--- src/rtl/rggen_mux_pipeline_pkg.sv ---
// Shared helpers for the read-data mux pipeline.
// Select legality is judged from the number of asserted select bits.
package rggen_mux_pipeline_pkg;

  function automatic logic select_error(input int ones, input logic check);
    return check && (ones != 1);
  endfunction

endpackage

--- src/rtl/rggen_mux_pipeline_slice.sv ---
// Single valid/ready register slice; refills whenever empty or draining,
// so a bubble is collapsed even while the downstream side stalls.
module rggen_mux_pipeline_slice #(
  parameter int unsigned WIDTH = 33
) (
  input  logic             i_clk,
  input  logic             i_rst_n,
  input  logic             i_valid,
  output logic             o_ready,
  input  logic [WIDTH-1:0] i_payload,
  output logic             o_valid,
  input  logic             i_ready,
  output logic [WIDTH-1:0] o_payload
);

  assign o_ready = !o_valid || i_ready;

  always_ff @(posedge i_clk or negedge i_rst_n) begin
    if (!i_rst_n) begin
      o_valid   <= 1'b0;
      o_payload <= '0;
    end else if (o_ready) begin
      o_valid <= i_valid;
      // payload holds across bubbles so nothing toggles without a beat
      if (i_valid) o_payload <= i_payload;
    end
  end

endmodule

--- src/rtl/rggen_mux_pipeline.sv ---
// One-hot AND-OR read-data mux with select legality flag, followed by
// STAGES valid/ready register slices carrying {err, data}.
module rggen_mux_pipeline
  import rggen_mux_pipeline_pkg::*;
#(
  parameter int unsigned WIDTH        = 32,
  parameter int unsigned ENTRIES      = 4,
  parameter int unsigned STAGES       = 1,
  parameter int unsigned CHECK_ONEHOT = 1
) (
  input  logic                       i_clk,
  input  logic                       i_rst_n,
  input  logic                       i_valid,
  output logic                       o_ready,
  input  logic [ENTRIES-1:0]         i_select,
  input  logic [WIDTH*ENTRIES-1:0]   i_data,
  output logic                       o_valid,
  input  logic                       i_ready,
  output logic [WIDTH-1:0]           o_data,
  output logic                       o_error
);

  localparam int unsigned PW = WIDTH + 1;

  logic [WIDTH-1:0] mux_data;
  logic             mux_err;

  // a single entry is a pass-through; select then only feeds the error flag
  always_comb begin
    mux_data = '0;
    for (int j = 0; j < ENTRIES; j++) begin
      if (ENTRIES == 1 || i_select[j]) mux_data = mux_data | i_data[WIDTH*j +: WIDTH];
    end
  end

  assign mux_err = select_error($countones(i_select), CHECK_ONEHOT != 0);

  generate
    if (STAGES == 0) begin : g_comb
      assign o_valid = i_valid;
      assign o_ready = i_ready;
      assign o_data  = mux_data;
      assign o_error = mux_err;
    end else begin : g_pipe
      for (genvar k = 0; k < STAGES; k++) begin : g_stage
        logic          in_valid;
        logic          in_ready;
        logic [PW-1:0] in_payload;
        logic          out_valid;
        logic          out_ready;
        logic [PW-1:0] out_payload;

        if (k == 0) begin : g_first
          assign in_valid   = i_valid;
          assign in_payload = {mux_err, mux_data};
        end else begin : g_mid
          assign in_valid   = g_stage[k-1].out_valid;
          assign in_payload = g_stage[k-1].out_payload;
        end

        if (k == STAGES - 1) begin : g_last
          assign out_ready = i_ready;
        end else begin : g_next
          assign out_ready = g_stage[k+1].in_ready;
        end

        rggen_mux_pipeline_slice #(
          .WIDTH (PW)
        ) u_slice (
          .i_clk     (i_clk),
          .i_rst_n   (i_rst_n),
          .i_valid   (in_valid),
          .o_ready   (in_ready),
          .i_payload (in_payload),
          .o_valid   (out_valid),
          .i_ready   (out_ready),
          .o_payload (out_payload)
        );
      end

      assign o_ready = g_stage[0].in_ready;
      assign o_valid = g_stage[STAGES-1].out_valid;
      assign o_data  = g_stage[STAGES-1].out_payload[WIDTH-1:0];
      assign o_error = g_stage[STAGES-1].out_payload[WIDTH];
    end
  endgenerate

endmodule

--- config.mk ---
export PLATFORM = sky130hd
export DESIGN_NAME = rggen_mux_pipeline
export DESIGN_NICKNAME = d
export VERILOG_FILES = /design/src/rtl/rggen_mux_pipeline_pkg.sv /design/src/rtl/rggen_mux_pipeline_slice.sv /design/src/rtl/rggen_mux_pipeline.sv
export SDC_FILE = /design/constraint.sdc
export NUM_CORES = 1
export LEC_CHECK = 0
export CAP_MARGIN = 40
export CORE_MARGIN = 8
export CORE_UTILIZATION = 37
export CTS_CLUSTER_SIZE = 24
export DETAILED_ROUTE_END_ITERATION = 12
export HOLD_SLACK_MARGIN = 0.15
export PLACE_DENSITY = 0.92
export SLEW_MARGIN = 25
export SYNTH_ARGS = -nofsm -noshare
export SYNTH_HDL_FRONTEND = slang
export SYNTH_HIERARCHICAL = 1
export SYNTH_SLANG_ARGS = --single-unit
--- constraint.sdc ---
create_clock -name i_clk -period 2.9 [get_ports i_clk]
set_input_delay 0.58 -clock i_clk [delete_from_list [all_inputs] [get_ports i_clk]]
set_output_delay 0.58 -clock i_clk [all_outputs]
set_load 0.02 [all_outputs]
Yosys cells after proc, flatten, opt, wreduce, memory -nomap -nowiden

Cells that the tools add are included.

Add/sub/neg operators: 3
Mux-type cells: 4
Bitwise operators: 3
Equality and inequality tests: 1
Reduce and logical (&&, ||, !) cells: 3

Operator list:

| cell                                           | number |
|---|---|
| two-way mux 32 bit                             | 4 |
| OR 32 bit                                      | 3 |
| adder 1 x 1 -> 2 bit                           | 2 |
| adder 2 x 2 -> 3 bit                           | 1 |
| != test 3 x 1 -> 1 bit (second input constant) | 1 |
| AND reduction 2 bit                            | 1 |
| logical NOT 1 bit                              | 1 |
| logical OR 1 bit                               | 1 |

Input bits: 136
Flip-flop bits (word level): 34
Word-level logic and storage cells: 16

Longest topological paths before layout

Gate-level depths: netlist (run 1).

Word-level depth: 7
Mapped depth: 10
Mapped depth without buffers: 8

Modules after synthesis

The synthesis (run 1) kept the hierarchy.

By module, submodules not included:

| module                   | area an instance (sq um) | cells each | sequential area each (sq um) | instances |
|---|---|---|---|---|
| rggen_mux_pipeline_slice | 1427.6                   | 73         | 850.8                        | 1 |
| rggen_mux_pipeline       | 873.3                    | 121        | 0.0                          | 1 |

Worst setup path before layout (run 1)

No wires, ideal clock.

Path kind: input-to-reg
Start point: input i_select[0]
End point: register g_pipe.g_stage[0].u_slice.o_payload[32]
Cell stages on the path: 10
Data arrival time: 2.227 ns
Path buffers: 2
Data required time: 2.775 ns
Slack: 0.548 ns
Cells stage by stage: buf_6 > buf_6 > inv_1 > fa_1 > inv_1 > ha_1 > ha_1 > nor2_1 > nand2_1 > mux2_2

Cells in the longest elaborated chain, start to end: 3

Ends and longest elaborated chain:

| item                                       | RTL line                       | source |
|---|---|---|
| start: declaration                         | rggen_mux_pipeline.sv:15       | `input logic [ENTRIES-1:0] i_select,` |
| adder 1 x 1 -> 2 bit (not written as such) | rggen_mux_pipeline.sv:36       | `assign mux_err = select_error($countones(i_select), CHECK_ONEHOT != 0);` |
| adder 2 x 2 -> 3 bit (not written as such) | rggen_mux_pipeline.sv:36       |  |
| != test 3 x 1 -> 1 bit                     | rggen_mux_pipeline_pkg.sv:6    | `return check && (ones != 1);` |
| named net mux_err                          | rggen_mux_pipeline.sv:26       | `logic mux_err;` |
| end signal: assignment                     | rggen_mux_pipeline_slice.sv:25 | `if (i_valid) o_payload <= i_payload;` |
| end: declaration                           | rggen_mux_pipeline_slice.sv:13 | `output logic [WIDTH-1:0] o_payload` |

The timed path passes the listed nets, and every way through them passes these cells.
A chain may end at the register's enable or synchronous reset.

Worst setup path in the final report (run 1)

Ends and elaborated chain as after synthesis.

==> results of run 1 <==
-- kinds of logic (layout without fill, tap and decap cells) --
| group | count (synthesis) | count (layout) |
|---|---|---|
| compound gates | 64 | 64 |
| mux | 33 | 33 |
| fa+ha+maj | 3 | 3 |
| simple gates | 37 | 37 |
| buf+inv | 23 | 189 |
| flops | 34 | 34 |
-- power groups by stage --
stage,clock [mW],sequential (mW),combinational [mW]
after floorplan,0,0.709,0.265
after global placement,0,0.604,0.742
after detailed placement,0,0.609,0.762
after CTS,0.365,0.602,0.765
after global routing,0.383,0.613,0.811
final,0.346,0.602,0.763
-- cell usage in the layout (no fill, tap or decap), types with 2 or more instances in the layout --
cell / n
sky130_fd_sc_hd__a22oi_1: 56
sky130_fd_sc_hd__a22oi_2: 8
sky130_fd_sc_hd__buf_4: 4
sky130_fd_sc_hd__clkbuf_8: 6
sky130_fd_sc_hd__clkdlybuf4s50_1: 169
sky130_fd_sc_hd__dfrtp_1: 34
sky130_fd_sc_hd__ha_1: 2
sky130_fd_sc_hd__inv_1: 5
sky130_fd_sc_hd__mux2_2: 3
sky130_fd_sc_hd__mux2_4: 30
sky130_fd_sc_hd__nand2_1: 33
-- registers in the layout, indices dropped and copies added, names as in the netlist --
signal,flops
g_pipe.g_stage.u_slice/o_valid,1
g_pipe.g_stage.u_slice/o_payload,33
-- layout make-up --
class	instances	area [µm²]
timing repair buffer	176	1760
clock inverter	1	5.00
fill	453	1930
tap	75	93.8
multi-input combinational	137	1210
clock buffer	7	86.3
sequential	34	851
inverter	5	18.8
-- routing by layer --
metal	global-route usage [%]	up-vias	wire, µm
met2	33.6	120	4320
met5	0	-	0
met1	19.6	1115	3060
met3	6.83	21	898
met4	6.50	0	171
li1	-	1059	-
-- worst max-delay path, stage by stage --
cell,delay (ps)
sky130_fd_sc_hd__clkdlybuf4s50_1,480
sky130_fd_sc_hd__inv_1,60
sky130_fd_sc_hd__fa_1,520
sky130_fd_sc_hd__inv_1,40
sky130_fd_sc_hd__ha_1,170
sky130_fd_sc_hd__ha_1,290
sky130_fd_sc_hd__nor2_1,120
sky130_fd_sc_hd__nand2_1,70
sky130_fd_sc_hd__mux2_2,250
-- metrics by stage --
stage | hold WS [ps] | area [µm²]
after CTS | 386 | 3990
final | 505 | 4020
after detailed placement | 491 | 3900
after global placement | 489 | 3900
after global routing | 522 | 4020
after floorplan | 284 | 2300
-- worst max path at each step --
stage | end | slack [ps] | cells after the start | startpoint
final | g_pipe.g_stage[0].u_slice/o_payload[32] | 470 | 9 | i_select[0]
after CTS | g_pipe.g_stage[0].u_slice/o_payload[32] | 490 | 9 | i_select[0]
after global routing | g_pipe.g_stage[0].u_slice/o_payload[32] | 360 | 9 | i_select[0]
after detailed placement | g_pipe.g_stage[0].u_slice/o_payload[32] | 190 | 9 | i_select[0]
after global placement | g_pipe.g_stage[0].u_slice/o_payload[32] | 260 | 9 | i_select[0]
after floorplan | g_pipe.g_stage[0].u_slice/o_payload[32] | 550 | 10 | i_select[0]
==> impl_metrics.ini, run 1 <==
[clock_tree]
cts_inserted_buffers = 5
clkTransAtPathRegs_ps = 60
cts.htree.levels = 2
clk_latency_ps = 270
cts_resized = 0
clock-sinks = 34
cts_hold_buffers = 0
cts_tree = done
cts.root.buffer_cell = sky130_fd_sc_hd__clkbuf_8
cts.path.max_buffers = 2
cts_setup_buffers = 0

[synth]
cells_taking_the_most_area_after_synthesis = sky130_fd_sc_hd__dfrtp_1, sky130_fd_sc_hd__mux2_4, sky130_fd_sc_hd__a22oi_1
synth-warning-count = 6
synth_top_cell_area_share_pct = 37.0
yosys.area_share.adder_pct = 1.96
synth_edf_count = 0
synth_nets = 333
post_synth.cell_area_avg_um2 = 11.9
synth-seq-area-share_pct = 37.0
synth_compound_gate_area_share_pct = 22.6
synthSimpleGateAreaFrac_pct = 6.96
synthXorXnorAreaFrac_pct = 0
synth_async_sr_flop_share_pct = 100
dominantRegCellSynth = sky130_fd_sc_hd__dfrtp_1
synth_top_family_by_area = compound AO/OA/AOI/OAI gates
synth_top_cell_by_area = sky130_fd_sc_hd__dfrtp_1
post-synth-top-count-cell = sky130_fd_sc_hd__a22oi_1
synth_top_cells_by_count = sky130_fd_sc_hd__a22oi_1, sky130_fd_sc_hd__dfrtp_1, sky130_fd_sc_hd__nand2_1
synthesis.area_mm2 = 0.00230
synth.mux.area_fraction_pct = 21.0
ys_ff_latch = 34
synthCells = 194
yosys.cell_types.count = 17

[global_route]
grt_overflow_total = 0
antenna_violations_before_repair = 0
grt_use_total_pct = 18.7
grt_first_pass_wirelength_mm = 13.2
vias_in_the_first_global_route = 2653
grt_max_degree = 35

[worst_hold_path]
hold_class = reg -> reg
startpoint_of_the_lowest_slack_hold_path = g_pipe.g_stage[0].u_slice/o_payload[9]
destination_of_the_worst_hold_path = g_pipe.g_stage[0].u_slice/o_payload[9]
holdPathStages = 1

[layout]
n_antenna_cell = 0
layout-drive-gt1-share_pct = 15.6
final_standard_cell_utilization_of_the_core_pct = 67.5
area_growth_pct = 74.8
final_net_count = 498
final_cell_count_no_fill = 435

[timing]
skew_ps = 3.94
timing.final.ws_setup_ps = 474
post_route_clock_period_utilization_pct = 83.7
fin_setup_tns_ps = 0
tightest_slew_ps = 647
clock.fmax_ghz = 0.412
timing_max_transition_violations_final = 0
setup_violations = 0
timing.final.crit_period_ps = 2430
slew-limit-headroom_pct = 56.9
hold_viol_final = 0
grt_setup_unrepaired = false

[placement]
place_hpwl_mm = 6.61
finalWeightedCongestion = 0.717
place_worst_setup_slack_ps = 191
numPortBuffers = 170
placedCellCount = 425

[power]
power_density_mw_per_mm2 = 425
seq_power_share_pct = 35.2
power.net_switching_uw = 503
pwr-share-comb_pct = 44.6
netSwitchingFraction_pct = 29.4
vdd_ir_drop_max_mv = 0.220
share_clk_of_total_power_pct = 20.2
power.total_mw = 1.71
p_int_mw = 1.21
leakage_nw = 1.71

[floorplanning]
die_width_um = 94.9
ioPinCount = 171
core.rowCount = 28
design.die.area_mm2 = 0.00900
fp.dieH_um = 94.9
design.core.area_mm2 = 0.00596
initial_utilization_pct = 38.6

[route]
drt_pre_antenna_iters = 5
route.final.wire_length_mm = 8.45
route.detailed.vias_per_inst = 5.32
antenna_violating_nets_post_route = 0
first_iter_violations = 81
detail_route.drc_violations = 0
vias = 2315
post_drt_wl_per_cell_um = 19.4

[worst_setup_path]
cp_data_arrival_time_ps = 2590
rr_endpoint = g_pipe.g_stage[0].u_slice/o_payload[29]
cp_data_required_time_ps = 3060
critical_path_class = in -> reg
rr_worst_depth = 3
regToRegStartpoint = g_pipe.g_stage[0].u_slice/o_valid
crit_fanout = 2
critPathCaptureType = flip-flop
setup.reg_to_reg.worst_slack_ps = 1410
timing.critical_path.from_type = input pin

[job]
maxCapViolCount = 0

[run_status]
status = finished clean
No activity file was read; power rests on OpenSTA's default activity.
==> run 2, diff against run 1 <==
--- a/config.mk
+++ b/config.mk
@@ -7,11 +7,11 @@
 export LEC_CHECK = 0
 export CAP_MARGIN = 40
 export CORE_MARGIN = 8
-export CORE_UTILIZATION = 37
+export CORE_UTILIZATION = 35
 export CTS_CLUSTER_SIZE = 24
 export DETAILED_ROUTE_END_ITERATION = 12
 export HOLD_SLACK_MARGIN = 0.15
-export PLACE_DENSITY = 0.92
+export PLACE_DENSITY = 0.88
 export SLEW_MARGIN = 25
 export SYNTH_ARGS = -nofsm -noshare
 export SYNTH_HDL_FRONTEND = slang
==> constraint.sdc (replaced) <==
create_clock -name i_clk -period 2.55 [get_ports i_clk]
set_input_delay 0.51 -clock i_clk [delete_from_list [all_inputs] [get_ports i_clk]]
set_output_delay 0.51 -clock i_clk [all_outputs]
set_load 0.02 [all_outputs]
==> impl_metrics.ini, run 2 (synthesis results as in run 1) <==
[clock_tree]
cts.htree.levels = 2
cts_inserted_buffers = 5
cts_tree = done
cts_setup_buffers = 0
cts.root.buffer_cell = sky130_fd_sc_hd__clkbuf_8
clkTransAtPathRegs_ps = 70
cts_hold_buffers = 0
clk_latency_ps = 280
clock-sinks = 34
cts.path.max_buffers = 2
cts_resized = 0

[route]
drt_pre_antenna_iters = 5
antenna_violating_nets_post_route = 0
vias = 2234
first_iter_violations = 69
route.final.wire_length_mm = 8.18
post_drt_wl_per_cell_um = 18.8
route.detailed.vias_per_inst = 5.12
detail_route.drc_violations = 0

[layout]
largest_registers = g_pipe.g_stage.u_slice/o_payload: 33 flops, g_pipe.g_stage.u_slice/o_valid: 1 flops
largest-register = g_pipe.g_stage.u_slice/o_payload
final_net_count = 498
sequential_cell_area_um2 = 851
layout_commonest_cell = sky130_fd_sc_hd__clkdlybuf4s50_1
largest_reg_flops = 33
multi_input_comb_area_mm2 = 0.00121
layout-drive-gt1-share_pct = 15.3
fill_cells = 513
final_standard_cell_utilization_of_the_core_pct = 63.4
n_antenna_cell = 0
area_growth_pct = 75.0
layout.cells.most_common_list = sky130_fd_sc_hd__clkdlybuf4s50_1, sky130_fd_sc_hd__a22oi_1, sky130_fd_sc_hd__dfrtp_1, sky130_fd_sc_hd__nand2_1, sky130_fd_sc_hd__mux2_4

[placement]
place_hpwl_mm = 6.48
finalWeightedCongestion = 0.693
numPortBuffers = 170

[worst_setup_path]
critical_path_class = in -> reg
timing.critical_path.from_type = input pin
rr_worst_depth = 4
rr_endpoint = g_pipe.g_stage[0].u_slice/o_payload[11]
regToRegStartpoint = g_pipe.g_stage[0].u_slice/o_valid
startpoint = i_select[0]
critPathCaptureType = flip-flop
cp_data_required_time_ps = 2720
crit_fanout = 2
setup.reg_to_reg.worst_slack_ps = 1090
cp_data_arrival_time_ps = 2500
timing.critical_path.to = g_pipe.g_stage[0].u_slice/o_payload[32]

[power]
leakage_nw = 1.71
power_density_mw_per_mm2 = 476
power.total_mw = 1.92
vdd_ir_drop_max_mv = 0.247

[worst_hold_path]
hold_class = in -> async

[global_route]
grt_overflow_total = 0
antenna_violations_before_repair = 0
grt_max_degree = 35
vias_in_the_first_global_route = 2615
grt_first_pass_wirelength_mm = 13.5
grt_use_total_pct = 17.3

[run_status]
status = finished clean

[timing]
clock.fmax_ghz = 0.429
grt_setup_unrepaired = false
setup_violations = 0
slew-limit-headroom_pct = 72.1
tightest_slew_ps = 419
post_route_clock_period_utilization_pct = 91.3
hold_viol_final = 0
timing_max_transition_violations_final = 0
timing.final.crit_period_ps = 2330
skew_ps = 6.39

[floorplanning]
design.die.area_mm2 = 0.00942
ioPinCount = 171
fp.dieH_um = 97.1
die_width_um = 97.1
initial_utilization_pct = 36.2
design.core.area_mm2 = 0.00635
core.rowCount = 29

[job]
maxCapViolCount = 0
run 2: cell count changes in the layout (fill, tap and decap cells not counted):
cell | previous run | this run
sky130_fd_sc_hd__buf_16 | 0 | 1
sky130_fd_sc_hd__clkbuf_1 | 1 | 2
sky130_fd_sc_hd__clkbuf_8 | 6 | 5
sky130_fd_sc_hd__clkinv_2 | 1 | 0
sky130_fd_sc_hd__dlygate4sd3_1 | 1 | 0
run 2: power by group:
part	internal [mW]	switching, mW	leakage (nW)	total, mW
clock	0.188	0.174	0.0383	0.362
combinational	0.526	0.342	1.30	0.868
sequential	0.633	0.0525	0.365	0.685
run 2: area by class of cell:
type,count,area share [%]
repair buffers,176,44.1
well taps,77,2.39
multi-input cells,137,30.0
flip-flops and latches,34,21.1
clock buffers,7,1.90
inverters,5,0.466
run 2: per-layer routing:
layer | track usage, % | part of all wire, % | vias up
met5 | 0 | 0 | -
met4 | 3.67 | 0.79 | 0
met3 | 6.19 | 7.8 | 8
met2 | 30.7 | 52 | 109
met1 | 19.3 | 40 | 1062
li1 | - | - | 1055
run 2: metrics by stage:
stage	hold WS [ps]	cells	setup slack (ps)	area (µm²)	setup TNS [ps]
4_1_cts	319	435	221	4000	0
2_1_floorplan	214	194	268	2300	0
3_3_place_gp	490	428	-27.9	3920	-27.9
5_1_grt	194	436	153	4030	0
3_5_place_dp	492	428	-65.8	3920	-65.8
6_report	159	436	221	4030	0
run 2: critical path, stage by stage:
cell,delay [ps]
sky130_fd_sc_hd__clkdlybuf4s50_1,480
sky130_fd_sc_hd__inv_1,60
sky130_fd_sc_hd__fa_1,530
sky130_fd_sc_hd__inv_1,40
sky130_fd_sc_hd__ha_1,180
sky130_fd_sc_hd__ha_1,290
sky130_fd_sc_hd__nor2_1,100
sky130_fd_sc_hd__nand2_1,50
sky130_fd_sc_hd__mux2_2,250
run 2: worst min path at each step:
stage | from | endpoint | slack [ps] | cells past startpoint
finish | i_rst_n | g_pipe.g_stage[0].u_slice/o_payload[18] | 160 | 1
global route | i_rst_n | g_pipe.g_stage[0].u_slice/o_payload[30] | 190 | 1
global placement | g_pipe.g_stage[0].u_slice/o_payload[30] | g_pipe.g_stage[0].u_slice/o_payload[30] | 490 | 1
CTS | i_rst_n | g_pipe.g_stage[0].u_slice/o_payload[18] | 320 | 1
detailed placement | g_pipe.g_stage[0].u_slice/o_payload[24] | g_pipe.g_stage[0].u_slice/o_payload[24] | 490 | 1
floorplan | i_rst_n | g_pipe.g_stage[0].u_slice/o_payload[0] | 210 | 0
==> run 3, diff against run 2 <==
--- a/config.mk
+++ b/config.mk
@@ -6,8 +6,10 @@
 export NUM_CORES = 1
 export LEC_CHECK = 0
 export CAP_MARGIN = 40
+export CELL_PAD_IN_SITES_DETAIL_PLACEMENT = 0
+export CELL_PAD_IN_SITES_GLOBAL_PLACEMENT = 1
 export CORE_MARGIN = 8
-export CORE_UTILIZATION = 35
+export CORE_UTILIZATION = 25
 export CTS_CLUSTER_SIZE = 24
 export DETAILED_ROUTE_END_ITERATION = 12
 export HOLD_SLACK_MARGIN = 0.15
==> impl_metrics.ini, run 3 (synthesis results as in run 1) <==
[layout]
area_growth_pct = 80.6
layout.cells.most_common_list = sky130_fd_sc_hd__clkdlybuf4s50_1, sky130_fd_sc_hd__a22oi_1, sky130_fd_sc_hd__dfrtp_1, sky130_fd_sc_hd__nand2_1, sky130_fd_sc_hd__mux2_4
final_cell_count_no_fill = 477
final_net_count = 505
largest_reg_flops = 33
n_antenna_cell = 0
largest-register = g_pipe.g_stage.u_slice/o_payload
layout_commonest_cell = sky130_fd_sc_hd__clkdlybuf4s50_1
fill_cells = 857
layout-drive-gt1-share_pct = 16.7
largest_registers = g_pipe.g_stage.u_slice/o_payload: 33 flops, g_pipe.g_stage.u_slice/o_valid: 1 flops

[placement]
numPortBuffers = 170
placedCellCount = 463
place_hpwl_mm = 6.45
finalWeightedCongestion = 0.746

[global_route]
grt_first_pass_wirelength_mm = 13.3
grt_overflow_total = 0
antenna_violations_before_repair = 0
vias_in_the_first_global_route = 2583
grt_use_total_pct = 13.2
grt_max_degree = 35

[route]
drt_pre_antenna_iters = 4
post_drt_wl_per_cell_um = 18.3
route.detailed.vias_per_inst = 4.75
first_iter_violations = 136
antenna_violating_nets_post_route = 0
vias = 2266
detail_route.drc_violations = 0
route.final.wire_length_mm = 8.71

[clock_tree]
clk_latency_ps = 280
cts_tree = done
cts.htree.levels = 2
cts.root.buffer_cell = sky130_fd_sc_hd__clkbuf_8
clock-sinks = 34
clkTransAtPathRegs_ps = 70
cts.path.max_buffers = 2
cts_inserted_buffers = 5

[floorplanning]
die_width_um = 112
core.rowCount = 35
fp.dieH_um = 112
design.die.area_mm2 = 0.0125
ioPinCount = 171
initial_utilization_pct = 25.4
design.core.area_mm2 = 0.00906

[power]
vdd_ir_drop_max_mv = 0.167
power_density_mw_per_mm2 = 466
leakage_nw = 1.76

[timing]
timing_max_transition_violations_final = 0
clock.fmax_ghz = 0.438
timing.final.crit_period_ps = 2280
post_route_clock_period_utilization_pct = 89.5
setup_violations = 0
tightest_slew_ps = 442
hold_viol_final = 0
grt_setup_unrepaired = false
fin_setup_tns_ps = 0
skew_ps = 7.27
slew-limit-headroom_pct = 70.6

[worst_hold_path]
hold_class = reg -> reg

[worst_setup_path]
cp_data_required_time_ps = 2720
timing.critical_path.from_type = input pin
crit_fanout = 2
critPathCaptureType = flip-flop
cp_data_arrival_time_ps = 2450
critical_path_class = in -> reg

[job]
maxCapViolCount = 0

[run_status]
status = finished clean
-- run 3: cell count changes in the layout (fill, tap and decap cells not counted) --
cell                              change
sky130_fd_sc_hd__buf_12               +1
sky130_fd_sc_hd__clkbuf_16            +1
sky130_fd_sc_hd__clkdlybuf4s50_1      -1
sky130_fd_sc_hd__dlymetal6s2s_1       +1
sky130_fd_sc_hd__dlygate4sd3_1        +1
sky130_fd_sc_hd__buf_4                +4
-- run 3: final cells by class --
class | instances | area [µm²] | share of cell area, %
Clock buffer | 7 | 76.3 | 1.84
Inverter | 5 | 18.8 | 0.452
Multi-Input combinational cell | 137 | 1210 | 29.1
Sequential cell | 34 | 851 | 20.5
Tap cell | 111 | 139 | 3.34
Timing Repair Buffer | 183 | 1860 | 44.8
-- run 3: worst paths after layout --
kind,from,endpoint,slack [ps],depth (start not counted)
worst max-delay path,i_select[1],g_pipe.g_stage[0].u_slice/o_payload[32],270,9
worst min-delay path,g_pipe.g_stage[0].u_slice/o_payload[17],g_pipe.g_stage[0].u_slice/o_payload[17],510,1
worst max register to register,g_pipe.g_stage[0].u_slice/o_valid,g_pipe.g_stage[0].u_slice/o_payload[17],1120,4
worst min register to register,g_pipe.g_stage[0].u_slice/o_payload[17],g_pipe.g_stage[0].u_slice/o_payload[17],510,1
max in group asynchronous,i_rst_n,g_pipe.g_stage[0].u_slice/o_payload[28],1450,3
min in group asynchronous,i_rst_n,g_pipe.g_stage[0].u_slice/o_payload[10],670,2
-- run 3: per-stage QoR --
stage	util (%)	instance area, µm²	hold slack, ps	setup WS, ps	total power [mW]
2_1_floorplan	-	2300	214	268	1.11
3_5_place_dp	44.0	3990	491	-291	1.56
6_report	45.9	4160	506	268	1.94
3_3_place_gp	44.0	3990	489	-247	1.55
5_1_grt	45.9	4160	517	191	2.04
4_1_cts	44.8	4060	333	15.9	1.95
-- run 3: worst max-delay path: stages --
cell	delay [ps]
sky130_fd_sc_hd__clkdlybuf4s50_1	470
sky130_fd_sc_hd__inv_1	60
sky130_fd_sc_hd__fa_1	500
sky130_fd_sc_hd__inv_1	40
sky130_fd_sc_hd__ha_1	180
sky130_fd_sc_hd__ha_1	290
sky130_fd_sc_hd__nor2_1	100
sky130_fd_sc_hd__nand2_1	50
sky130_fd_sc_hd__mux2_2	250
-- run 3: layer usage --
| layer | GRT usage [%] | wire [µm] |
|---|---|---|
| met2 | 23.4 | 4310 |
| met3 | 4.82 | 709 |
| met1 | 14.5 | 3580 |
| met4 | 3.42 | 111 |
| met5 | 0 | 0 |
-- run 3: repair_timing --
action,in CTS,in global routing
hold buffers,0,1
resized for setup,0,1
buffers inserted,0,4
setup endpoints to repair,0,1
hold endpoints to repair,0,4
-- run 3: power by group --
part / total [mW] / leakage [nW] / internal (mW) / switching, mW
Clock: 0.371 / 0.0383 / 0.188 / 0.183
Sequential: 0.684 / 0.365 / 0.632 / 0.0513
Combinational: 0.882 / 1.36 / 0.537 / 0.345
Total: 1.94 / 1.76 / 1.36 / 0.579
